<file path="config.mk">
export PLATFORM = sky130hd
export DESIGN_NAME = ha_serial_add_sched_flat
export DESIGN_NICKNAME = d
export VERILOG_FILES = /design/src/rtl/ha_serial_add_sched_if.sv /design/src/rtl/ha_serial_add_sched.sv /design/src/flat_wrapper.sv
export SDC_FILE = /design/constraint.sdc
export NUM_CORES = 1
export LEC_CHECK = 0
export CORE_ASPECT_RATIO = 0.9
export CORE_MARGIN = 3
export CORE_UTILIZATION = 44
export CTS_CLUSTER_SIZE = 30
export DETAILED_ROUTE_END_ITERATION = 10
export HOLD_SLACK_MARGIN = 0.02
export PLACE_DENSITY = 0.78
export SETUP_SLACK_MARGIN = 0.4
export SLEW_MARGIN = 5
export SYNTH_ARGS = -nofsm -noshare
export SYNTH_HDL_FRONTEND = slang
export SYNTH_SLANG_ARGS = --single-unit
</file>
<file path="constraint.sdc">
create_clock -name clk -period 2.3 [get_ports clk]
set_input_delay 0.46 -clock clk [delete_from_list [all_inputs] [get_ports clk]]
set_output_delay 0.46 -clock clk [all_outputs]
set_load 0.1 [all_outputs]
</file>
<file path="src/rtl/ha_serial_add_sched_if.sv">
// Request/response bundle for the shared half-adder serial adder.
// The slave side is the adder itself; the master side drives requests and consumes results.
interface ha_serial_add_sched_if #(
    parameter int W = 8
);
    logic         req0_valid;
    logic         req0_ready;
    logic [W-1:0] req0_a;
    logic [W-1:0] req0_b;
    logic         req1_valid;
    logic         req1_ready;
    logic [W-1:0] req1_a;
    logic [W-1:0] req1_b;
    logic         resp_valid;
    logic         resp_ready;
    logic         resp_id;
    logic [W-1:0] resp_sum;
    logic         resp_cout;
    logic         busy;

    modport slave (
        input  req0_valid, req0_a, req0_b,
        input  req1_valid, req1_a, req1_b,
        input  resp_ready,
        output req0_ready, req1_ready,
        output resp_valid, resp_id, resp_sum, resp_cout, busy
    );

    modport master (
        output req0_valid, req0_a, req0_b,
        output req1_valid, req1_a, req1_b,
        output resp_ready,
        input  req0_ready, req1_ready,
        input  resp_valid, resp_id, resp_sum, resp_cout, busy
    );
endinterface

</file>
<file path="src/rtl/ha_serial_add_sched.sv">
// Bit-serial adder that time-shares one half adder between two round-robin requesters.
// Each bit takes two passes (A+B, then partial sum + carry); the result returns on a valid/ready port.
module ha_serial_add_sched #(
    parameter int W = 8
) (
    input  logic                     clk,
    input  logic                     rst,
    ha_serial_add_sched_if.slave     bus
);
    localparam int IW = (W > 1) ? $clog2(W) : 1;
    localparam logic [IW-1:0] LAST_IDX = IW'(W - 1);

    typedef enum logic [1:0] {IDLE, P1, P2, DONE} state_t;

    state_t        state_reg;
    logic [IW-1:0] idx_reg;
    logic          carry_reg;
    logic          s1_reg;
    logic          c1_reg;
    logic [W-1:0]  a_reg;
    logic [W-1:0]  b_reg;
    logic          last_served_reg;
    logic          resp_valid_reg;
    logic          resp_id_reg;
    logic          resp_cout_reg;
    logic [W-1:0]  resp_sum_reg;
    logic          busy_reg;

    logic [W-1:0]  bit_sel;
    logic          a_bit;
    logic          b_bit;
    logic          ha_x;
    logic          ha_y;
    logic          ha_s;
    logic          ha_c;
    logic          grant0;
    logic          grant1;
    logic          favoured;

    // One-hot select of the current bit; avoids a variable part-select when W==1.
    generate
        for (genvar gi = 0; gi < W; gi++) begin : g_sel
            assign bit_sel[gi] = (idx_reg == IW'(gi));
        end
    endgenerate

    assign a_bit = |(a_reg & bit_sel);
    assign b_bit = |(b_reg & bit_sel);

    // The single shared half adder; its inputs are steered by the pass.
    always_comb begin
        ha_x = 1'b0;
        ha_y = 1'b0;
        if (state_reg == P1) begin
            ha_x = a_bit;
            ha_y = b_bit;
        end else if (state_reg == P2) begin
            ha_x = s1_reg;
            ha_y = carry_reg;
        end
        ha_s = ha_x ^ ha_y;
        ha_c = ha_x & ha_y;
    end

    assign favoured = ~last_served_reg;

    always_comb begin
        grant0 = 1'b0;
        grant1 = 1'b0;
        if (state_reg == IDLE && !rst) begin
            if (favoured == 1'b0) begin
                grant0 = bus.req0_valid;
                grant1 = bus.req1_valid & ~bus.req0_valid;
            end else begin
                grant1 = bus.req1_valid;
                grant0 = bus.req0_valid & ~bus.req1_valid;
            end
        end
    end

    always_ff @(posedge clk or posedge rst) begin
        if (rst) begin
            state_reg       <= IDLE;
            idx_reg         <= '0;
            carry_reg       <= 1'b0;
            s1_reg          <= 1'b0;
            c1_reg          <= 1'b0;
            a_reg           <= '0;
            b_reg           <= '0;
            last_served_reg <= 1'b1;
            resp_valid_reg  <= 1'b0;
            resp_id_reg     <= 1'b0;
            resp_cout_reg   <= 1'b0;
            resp_sum_reg    <= '0;
            busy_reg        <= 1'b0;
        end else begin
            case (state_reg)
                IDLE: begin
                    if (grant0 || grant1) begin
                        a_reg         <= grant1 ? bus.req1_a : bus.req0_a;
                        b_reg         <= grant1 ? bus.req1_b : bus.req0_b;
                        resp_id_reg   <= grant1;
                        resp_sum_reg  <= '0;
                        resp_cout_reg <= 1'b0;
                        idx_reg       <= '0;
                        carry_reg     <= 1'b0;
                        busy_reg      <= 1'b1;
                        state_reg     <= P1;
                    end
                end
                P1: begin
                    s1_reg    <= ha_s;
                    c1_reg    <= ha_c;
                    state_reg <= P2;
                end
                P2: begin
                    resp_sum_reg <= (resp_sum_reg & ~bit_sel) | (ha_s ? bit_sel : '0);
                    carry_reg    <= c1_reg | ha_c;
                    if (idx_reg == LAST_IDX) begin
                        resp_cout_reg  <= c1_reg | ha_c;
                        resp_valid_reg <= 1'b1;
                        state_reg      <= DONE;
                    end else begin
                        idx_reg   <= idx_reg + IW'(1);
                        state_reg <= P1;
                    end
                end
                DONE: begin
                    if (bus.resp_ready) begin
                        last_served_reg <= resp_id_reg;
                        resp_valid_reg  <= 1'b0;
                        busy_reg        <= 1'b0;
                        state_reg       <= IDLE;
                    end
                end
                default: state_reg <= IDLE;
            endcase
        end
    end

    assign bus.req0_ready = grant0;
    assign bus.req1_ready = grant1;
    assign bus.resp_valid = resp_valid_reg;
    assign bus.resp_id    = resp_id_reg;
    assign bus.resp_sum   = resp_sum_reg;
    assign bus.resp_cout  = resp_cout_reg;
    assign bus.busy       = busy_reg;
endmodule

</file>
<file path="src/flat_wrapper.sv">
// flat-port wrapper written by rule: the top's interface ports become plain ports
module ha_serial_add_sched_flat 
#(
    parameter int W = 8
)
  (clk, rst, bus_req0_valid, bus_req0_a, bus_req0_b, bus_req1_valid, bus_req1_a, bus_req1_b, bus_resp_ready, bus_req0_ready, bus_req1_ready, bus_resp_valid, bus_resp_id, bus_resp_sum, bus_resp_cout, bus_busy);
  ha_serial_add_sched_if #(.W(W)) bus_i ();
  input  logic clk;
  input  logic rst;
  input wire logic [$bits(bus_i.req0_valid)-1:0] bus_req0_valid;
  input wire logic [$bits(bus_i.req0_a)-1:0] bus_req0_a;
  input wire logic [$bits(bus_i.req0_b)-1:0] bus_req0_b;
  input wire logic [$bits(bus_i.req1_valid)-1:0] bus_req1_valid;
  input wire logic [$bits(bus_i.req1_a)-1:0] bus_req1_a;
  input wire logic [$bits(bus_i.req1_b)-1:0] bus_req1_b;
  input wire logic [$bits(bus_i.resp_ready)-1:0] bus_resp_ready;
  output wire logic [$bits(bus_i.req0_ready)-1:0] bus_req0_ready;
  output wire logic [$bits(bus_i.req1_ready)-1:0] bus_req1_ready;
  output wire logic [$bits(bus_i.resp_valid)-1:0] bus_resp_valid;
  output wire logic [$bits(bus_i.resp_id)-1:0] bus_resp_id;
  output wire logic [$bits(bus_i.resp_sum)-1:0] bus_resp_sum;
  output wire logic [$bits(bus_i.resp_cout)-1:0] bus_resp_cout;
  output wire logic [$bits(bus_i.busy)-1:0] bus_busy;
  assign bus_i.req0_valid = bus_req0_valid;
  assign bus_i.req0_a = bus_req0_a;
  assign bus_i.req0_b = bus_req0_b;
  assign bus_i.req1_valid = bus_req1_valid;
  assign bus_i.req1_a = bus_req1_a;
  assign bus_i.req1_b = bus_req1_b;
  assign bus_i.resp_ready = bus_resp_ready;
  assign bus_req0_ready = bus_i.req0_ready;
  assign bus_req1_ready = bus_i.req1_ready;
  assign bus_resp_valid = bus_i.resp_valid;
  assign bus_resp_id = bus_i.resp_id;
  assign bus_resp_sum = bus_i.resp_sum;
  assign bus_resp_cout = bus_i.resp_cout;
  assign bus_busy = bus_i.busy;
  ha_serial_add_sched #(.W(W)) u_core (.clk(clk), .rst(rst), .bus(bus_i));
endmodule
</file>
==> results_tabular.tex, run 1 <==
\begin{tabular}{lr}
\hline
Metric & Value \\
\hline
\multicolumn{2}{l}{\textbf{Yosys}} \\
Post-synthesis cell area & just under 2000 µm² \\
Count of state elements after synthesis & 37 \\
Total number of yosys warnings & 0 \\
Post-synth ARST share & 100\% \\
Synth area leaders & dfrtp\_1, mux2i\_1, nand2\_1, o21ai\_0, ha\_1 \\
Mean area per synthesized cell & 9.63 µm² \\
Count of unique library cells instantiated by Yosys & 38 \\
Main flop type after synthesis & dfrtp\_1 \\
Net count after synthesis & 248 \\
Number of synthesized flops with an enable pin & 0 \\
Top cell type by total area after synthesis & dfrtp\_1 \\
Share of the synthesized area in the top cell type & 45.9\% \\
Sequential share of the synthesized area & between 40\% and 50\% \\
Cell with the most instances after synthesis & nand2\_1 \\
Number of instances in the synthesized netlist & 204 \\
Top post-synthesis cells by count & nand2\_1, dfrtp\_1, o21ai\_0 \\
\multicolumn{2}{l}{\textbf{Worst setup path}} \\
Type of element launching the critical path & flop \\
Largest driver fanout on the critical path & 6 \\
Worst Setup End Kind & flop \\
Worst endpoint data arrival time & 2330 ps \\
Cell count of the worst reg-to-reg path & 10 \\
Classification of the worst setup path & flop to flop \\
CP Data Required Time & 2540 ps \\
\multicolumn{2}{l}{\textbf{Floorplan}} \\
Area of the core & 4180 µm² \\
Top Ports & 51 \\
Initial cell density of the core & between 40\% and 50\% \\
Die Span X & 76.4 µm \\
Die footprint & 5300 µm² \\
Die Y-Extent & 69.4 µm \\
Count of standard-cell rows & 22 \\
\multicolumn{2}{l}{\textbf{CTS}} \\
Skew-Pair Late Insertion Delay & 290 ps \\
Number of clock sinks & 37 \\
Hold buffer count at CTS & 0 \\
CTS root buf & clkbuf\_8 \\
Clk pin slew, worst setup/hold paths & 70 ps \\
CTS HTree Levels & 2 \\
CTS Buffer Depth & 2 \\
Clock tree from TritonCTS & done \\
Inserted Clock Buffers & 5 \\
\multicolumn{2}{l}{\textbf{Worst hold path}} \\
Class of the most critical hold timing path & input port to asynchronous set/reset pin \\
\multicolumn{2}{l}{\textbf{Finish}} \\
Nets & 309 \\
Area growth from synthesis to final layout & 42.3\% \\
Share of post-route cells with drive strength above 1 & 27.1\% \\
Ant diodes & 0 \\
Layout Cells excl Fill & 326 \\
\multicolumn{2}{l}{\textbf{Detailed routing}} \\
Total number of vias & roughly 1700 \\
Violation count after the first detailed-routing iteration & 76 \\
Routed via count divided by cell count & 5.12 \\
Count of nets left with antenna violations after detail routing & 0 \\
Wirelength, routed & 4580 µm \\
Drt pass-1 iters & 4 \\
DR WL/cell & 14.0 µm \\
DRC violations left & 0 \\
\multicolumn{2}{l}{\textbf{Global routing}} \\
Tot GR Track Use & 18.5\% \\
Initial antenna violation count & 0 \\
Pin count of the biggest net entering global routing & 38 \\
First-pass GRT wire length & 7830 µm \\
Total global routing overflow & 0 \\
Number of global-route vias before repair & around 1700 \\
\multicolumn{2}{l}{\textbf{Timing}} \\
Worst-case clock skew & 5.20 ps \\
Final hold vios & 0 \\
Max Fclk & 477 MHz \\
Total negative slack for setup checks & 0 ps \\
RSZ-0062 raised after global routing & true \\
Tightest slew margin relative to the limit & 64.3\% \\
Share of the clock period used by the worst path after layout & 91.2\% \\
Total of endpoints with negative setup slack in the final report & 0 \\
Fin. max-slew vios & 0 \\
Measured slew at the worst slew-check pin & 535 ps \\
Crit path time final & 2100 ps \\
\multicolumn{2}{l}{\textbf{Pwr}} \\
Maximum resistive drop on vdd & 0.749 mV \\
Static leakage power & 1.35 nW \\
Power density over cell area & between 1000 and 1500 nW/µm² \\
\multicolumn{2}{l}{\textbf{Placed design}} \\
Placed wire-length estimate after detailed placement & 3290 µm \\
GPL Wtd Cong & 0.822 \\
Input/output buffers & 50 \\
Inst Count DP & 307 \\
\multicolumn{2}{l}{\textbf{Run}} \\
Max-cap viol count & 0 \\
\multicolumn{2}{l}{\textbf{Outcome}} \\
Status & finished clean \\
\hline
\end{tabular}
-- power by group --
part | total, mW | leakage (nW) | switching, mW | internal (mW)
Sequential | 1.10 | 0.469 | 0.208 | 0.897
Combinational | 1.74 | 0.828 | 1.06 | 0.684
Clock | 0.499 | 0.0542 | 0.228 | 0.271
Total | 3.35 | 1.35 | 1.49 | 1.85
-- per-layer routing --
metal  up-vias  part of all wire, %  track usage, %
li1        835                    -               -
met1       776                   44            22.8
met2        52                   49            30.6
met3         7                  5.8            6.23
met4         0                  1.3            5.84
met5         -                    0               0
-- path summary, 6_finish.rpt --
check / from / endpoint / slack, ps
max: u_core.idx_reg[1]$_DFFE_PP0P_ / u_core.bus.resp_sum[1]$_DFFE_PP0P_ / 200
min: rst / u_core.a_reg[0]$_DFFE_PP0P_ / 410
max reg2reg: u_core.idx_reg[1]$_DFFE_PP0P_ / u_core.bus.resp_sum[1]$_DFFE_PP0P_ / 200
min reg2reg: u_core.bus.busy$_DFFE_PP0P_ / u_core.bus.busy$_DFFE_PP0P_ / 490
max in group asynchronous: rst / u_core.idx_reg[0]$_DFFE_PP0P_ / 1360
min in group clk: u_core.bus.busy$_DFFE_PP0P_ / u_core.bus.busy$_DFFE_PP0P_ / 490
-- placed cells by master, fill, tap and decap left out, types with 4 or more instances in the layout --
master           synthesis  final
mux2i_1                 16     16
nand3_1                  8      6
clkbuf_8                 1      7
nand2_1                 42     42
clkdlybuf4s50_1          0     33
dfrtp_1                 36     33
o21ai_0                 23     20
ha_4                     0      4
a21oi_1                 11     11
buf_4                    0     28
o21ai_1                  9     10
-- what timing repair did --
| item | CTS | global route |
|---|---|---|
| buffers inserted | 10 | 1 |
| gates resized for setup | 22 | 7 |
| setup endpoints to repair | 14 | 14 |
| pin swaps | 9 | 5 |
-- area by class of cell --
class / instances / area, µm²
timing repair buffer: 68 / 638
clock buffer: 7 / 96.3
sequential: 37 / 931
inverter: 5 / 25.0
tap: 60 / 75.1
multi-input combinational: 148 / 1020
fill: 338 / 1390
clock inverter: 1 / 5.00
-- kinds of logic (layout without fill, tap and decap cells) --
logic type	Yosys count	in the layout	share of synthesized area (%)
adder cells (fa/ha/maj)	7	7	4.46
flip-flops	37	37	47.2
multiplexers	19	19	9.87
AND/OR/NAND/NOR	67	67	16.0
buffers and inverters	19	81	6.56
AO/OA/AOI/OAI	55	55	15.9
-- worst max-delay path, cell delays in order, from the launching register on --
cell      delay, ps
dfrtp_1         420
inv_2           100
ha_4            190
a22oi_2         170
nand3_2         100
a222oi_1        300
o21ai_1         140
ha_4            320
and3_4          190
nand2_1          50
nand2_1          50
-- stage by stage --
step / total power, mW / cell area, µm² / utilization, % / worst slack (ps) / hold slack [ps]
floorplan: 2.24 / 2000 / - / 222 / 449
global placement: 2.51 / 2510 / 60.0 / 136 / 462
detailed placement: 2.56 / 2510 / 60.0 / 103 / 472
CTS: 3.31 / 2770 / 66.1 / 246 / 420
global route: 3.55 / 2800 / 66.8 / 77.2 / 461
finish: 3.35 / 2800 / 66.8 / 202 / 410
(Power assumes the default switching activity.)
==> run 2, diff against run 1 <==
ABC_CLOCK_PERIOD_IN_PS = 2300   (was unset)
CORE_MARGIN = unset   (was 3)
==> run 2 against run 1 <==
  * Combinational power is essentially flat
  * Core utilization shrank 1.0 points
  * Critical endpoint unchanged
  * Sequential share of layout area grew 0.53 points
  * Sequential power is essentially flat
  * Global-route usage grew 2.1 points
  * Power shrank 1.6%
  * First-iteration DRC count grew 41%
  * Via count shrank 0.72%
==> results_tabular.tex, run 2 (synthesis results as in run 1) <==
\begin{tabular}{lr}
\hline
Metric & Value \\
\hline
\multicolumn{2}{l}{\textbf{CTS}} \\
Number of clock sinks & 37 (unchanged) \\
CTS Buffer Depth & 2 (unchanged) \\
Skew-Pair Late Insertion Delay & 290 ps (about the same) \\
CTS root buf & clkbuf\_8 (unchanged) \\
CTS HTree Levels & 2 (unchanged) \\
Hold buffer count at CTS & 0 (unchanged) \\
Inserted Clock Buffers & 5 (unchanged) \\
Clock tree from TritonCTS & done (unchanged) \\
Clk pin slew, worst setup/hold paths & 70 ps (about the same) \\
\multicolumn{2}{l}{\textbf{Timing}} \\
Total negative slack for setup checks & 0 ps (unchanged) \\
Max Fclk & 456 MHz (was 477 MHz) \\
Share of the clock period used by the worst path after layout & 95.4\% (was 91.2\%) \\
Fin. max-slew vios & 0 (unchanged) \\
Worst-case clock skew & 5.75 ps (was 5.20 ps) \\
Tightest slew margin relative to the limit & 56.9\% (was 64.3\%) \\
Measured slew at the worst slew-check pin & 647 ps (was 535 ps) \\
Worst hold slack after final layout & 461 ps (was 410 ps) \\
Post-route worst setup slack & 105 ps (was 202 ps) \\
RSZ-0062 raised after global routing & true (unchanged) \\
Crit path time final & 2200 ps (was 2100 ps) \\
Total of endpoints with negative setup slack in the final report & 0 (unchanged) \\
Final hold vios & 0 (unchanged) \\
\multicolumn{2}{l}{\textbf{Worst setup path}} \\
Worst path cell trace & inv\_2 > ha\_4 > a22oi\_2 > nand2\_1 > a222oi\_1 > o21ai\_1 > ha\_4 > and3\_4 > nand2\_1 > nand2\_1 (was inv\_2 > ha\_4 > a22oi\_2 > nand3\_2 > a222oi\_1 > o21ai\_1 > ha\_4 > and3\_4 > nand2\_1 > nand2\_1) \\
Buf+Inv Stages, Crit Path & 1 (unchanged) \\
CP Data Required Time & 2540 ps (about the same) \\
Largest driver fanout on the critical path & 5 (was 6) \\
Worst Setup End Kind & flop (unchanged) \\
Classification of the worst setup path & flop to flop (unchanged) \\
Worst endpoint data arrival time & 2430 ps (was 2330 ps) \\
Slowest stage cell, crit path & dfrtp\_1 (unchanged) \\
Maximum cell stage delay along the critical path & 430 ps (was 420 ps) \\
Largest delay share family, worst path & compound AO/OA/AOI/OAI gates (unchanged) \\
Most repeated library cell on the critical path & nand2\_1 \\
Type of element launching the critical path & flop (unchanged) \\
\multicolumn{2}{l}{\textbf{Global routing}} \\
Initial antenna violation count & 0 (unchanged) \\
Number of global-route vias before repair & 1566 (was 1730) \\
Pin count of the biggest net entering global routing & 38 (unchanged) \\
Total global routing overflow & 0 (unchanged) \\
Met2 Track Usage GR & 31.9\% (was 30.6\%) \\
Tot GR Track Use & 20.6\% (was 18.5\%) \\
Global-route track usage on met1 & 26.3\% (was 22.8\%) \\
Most congested layer reported by global routing & met2 (unchanged) \\
Routing usage on met3 & 7.98\% (was 6.23\%) \\
First-pass GRT wire length & 7280 µm (was 7830 µm) \\
\multicolumn{2}{l}{\textbf{Detailed routing}} \\
DRC violations left & 0 (unchanged) \\
Routed via count divided by cell count & 5.10 (was 5.12) \\
Total number of vias & 1658 (was 1670) \\
DR WL/cell & 13.6 µm (was 14.0 µm) \\
Count of nets left with antenna violations after detail routing & 0 (unchanged) \\
Wirelength, routed & 4410 µm (was 4580 µm) \\
Violation count after the first detailed-routing iteration & 107 (was 76) \\
Drt pass-1 iters & 4 (unchanged) \\
\multicolumn{2}{l}{\textbf{Finish}} \\
Final design instance area without fill & 2750 µm² (was 2800 µm²) \\
Leading cell types in the layout, fill and taps excluded & nand2\_1, clkdlybuf4s50\_1, dfrtp\_1 (unchanged) \\
Area growth from synthesis to final layout & 40.1\% (was 42.3\%) \\
Nets & 308 (was 309) \\
Share of post-route cells with drive strength above 1 & 25.3\% (was 27.1\%) \\
Ant diodes & 0 (unchanged) \\
Leading cell type in the layout, fill and taps excluded & nand2\_1 (unchanged) \\
\multicolumn{2}{l}{\textbf{Placed design}} \\
GPL Wtd Cong & 0.848 (was 0.822) \\
Placed wire-length estimate after detailed placement & 3020 µm (was 3290 µm) \\
Worst setup slack before clock tree synthesis & 53.0 ps (was 103 ps) \\
Input/output buffers & 50 (unchanged) \\
Placed cell areas & 2510 µm² (unchanged) \\
\multicolumn{2}{l}{\textbf{Outcome}} \\
Status & finished clean (unchanged) \\
\multicolumn{2}{l}{\textbf{Run}} \\
Max-cap viol count & 0 (unchanged) \\
\multicolumn{2}{l}{\textbf{Floorplan}} \\
Die Span X & 72.4 µm (was 76.4 µm) \\
Top Ports & 51 (unchanged) \\
Area of the core & 4180 µm² (unchanged) \\
Count of standard-cell rows & 22 (unchanged) \\
Die Y-Extent & 65.4 µm (was 69.4 µm) \\
Die footprint & 4740 µm² (was 5300 µm²) \\
Initial cell density of the core & 46.9\% (unchanged) \\
\multicolumn{2}{l}{\textbf{Pwr}} \\
Maximum resistive drop on vdd & 0.670 mV (was 0.749 mV) \\
Overall power & 3.29 mW (was 3.35 mW) \\
Power density over cell area & 1200 nW/µm² (about the same) \\
Static leakage power & 1.33 nW (was 1.35 nW) \\
\multicolumn{2}{l}{\textbf{Worst hold path}} \\
Class of the most critical hold timing path & input port to asynchronous set/reset pin (unchanged) \\
\hline
\end{tabular}
run 2: cell type report:
cell class                      instances  area [µm²]
Clock buffer                            8        80.1
Multi-Input combinational cell        148        1010
Inverter                                5        25.0
Fill cell                             356        1430
Sequential cell                        37         931
Tap cell                               60        75.1
Timing Repair Buffer                   67         631
run 2: per-layer routing:
layer,up-vias,wire [µm]
li1,825,-
met1,775,2080
met2,54,2020
met3,4,259
met4,0,51
met5,-,0
run 2: power breakdown:
part           total [mW]  internal, mW  switching, mW
registers            1.09         0.897          0.195
logic                1.77         0.700           1.06
clock network       0.435         0.215          0.219
total                3.29          1.81           1.48
run 2: what timing repair did:
item | CTS | global route
setup buffers | 8 | 2
resized for setup | 25 | 2
pin swaps | 10 | 3
endpoints found under the setup margin | 14 | 14
run 2: path summary, 6_finish.rpt:
kind | from | endpoint | slack (ps) | depth (start not counted)
setup / recovery | u_core.idx_reg[1]$_DFFE_PP0P_ | u_core.bus.resp_sum[1]$_DFFE_PP0P_ | 100 | 10
hold / removal | rst | u_core.state_reg[0]$_DFFE_PP0P_ | 460 | 3
setup reg to reg | u_core.idx_reg[1]$_DFFE_PP0P_ | u_core.bus.resp_sum[1]$_DFFE_PP0P_ | 100 | 10
hold reg to reg | u_core.bus.busy$_DFFE_PP0P_ | u_core.bus.busy$_DFFE_PP0P_ | 480 | 2
max in group asynchronous | rst | u_core.state_reg[1]$_DFFE_PP0P_ | 1480 | 3
min in group clk | u_core.bus.busy$_DFFE_PP0P_ | u_core.bus.busy$_DFFE_PP0P_ | 480 | 2
run 2: metrics by stage:
| stage | instances | utilization, % |
|---|---|---|
| after floorplan | 204 | - |
| after global placement | 307 | 60.0 |
| after detailed placement | 307 | 60.0 |
| after CTS | 323 | 65.2 |
| after global routing | 325 | 65.8 |
| final | 325 | 65.8 |
run 2: tightest hold or removal path: stages:
cell,delay [ps]
dlygate4sd2_1,270
inv_1,60
buf_4,390
==> run 3, diff against run 2 <==
HOLD_SLACK_MARGIN = unset   (was 0.02)
==> results of run 3 <==
Same layout as run 2: the final DEF is identical, and so are final timing and power.
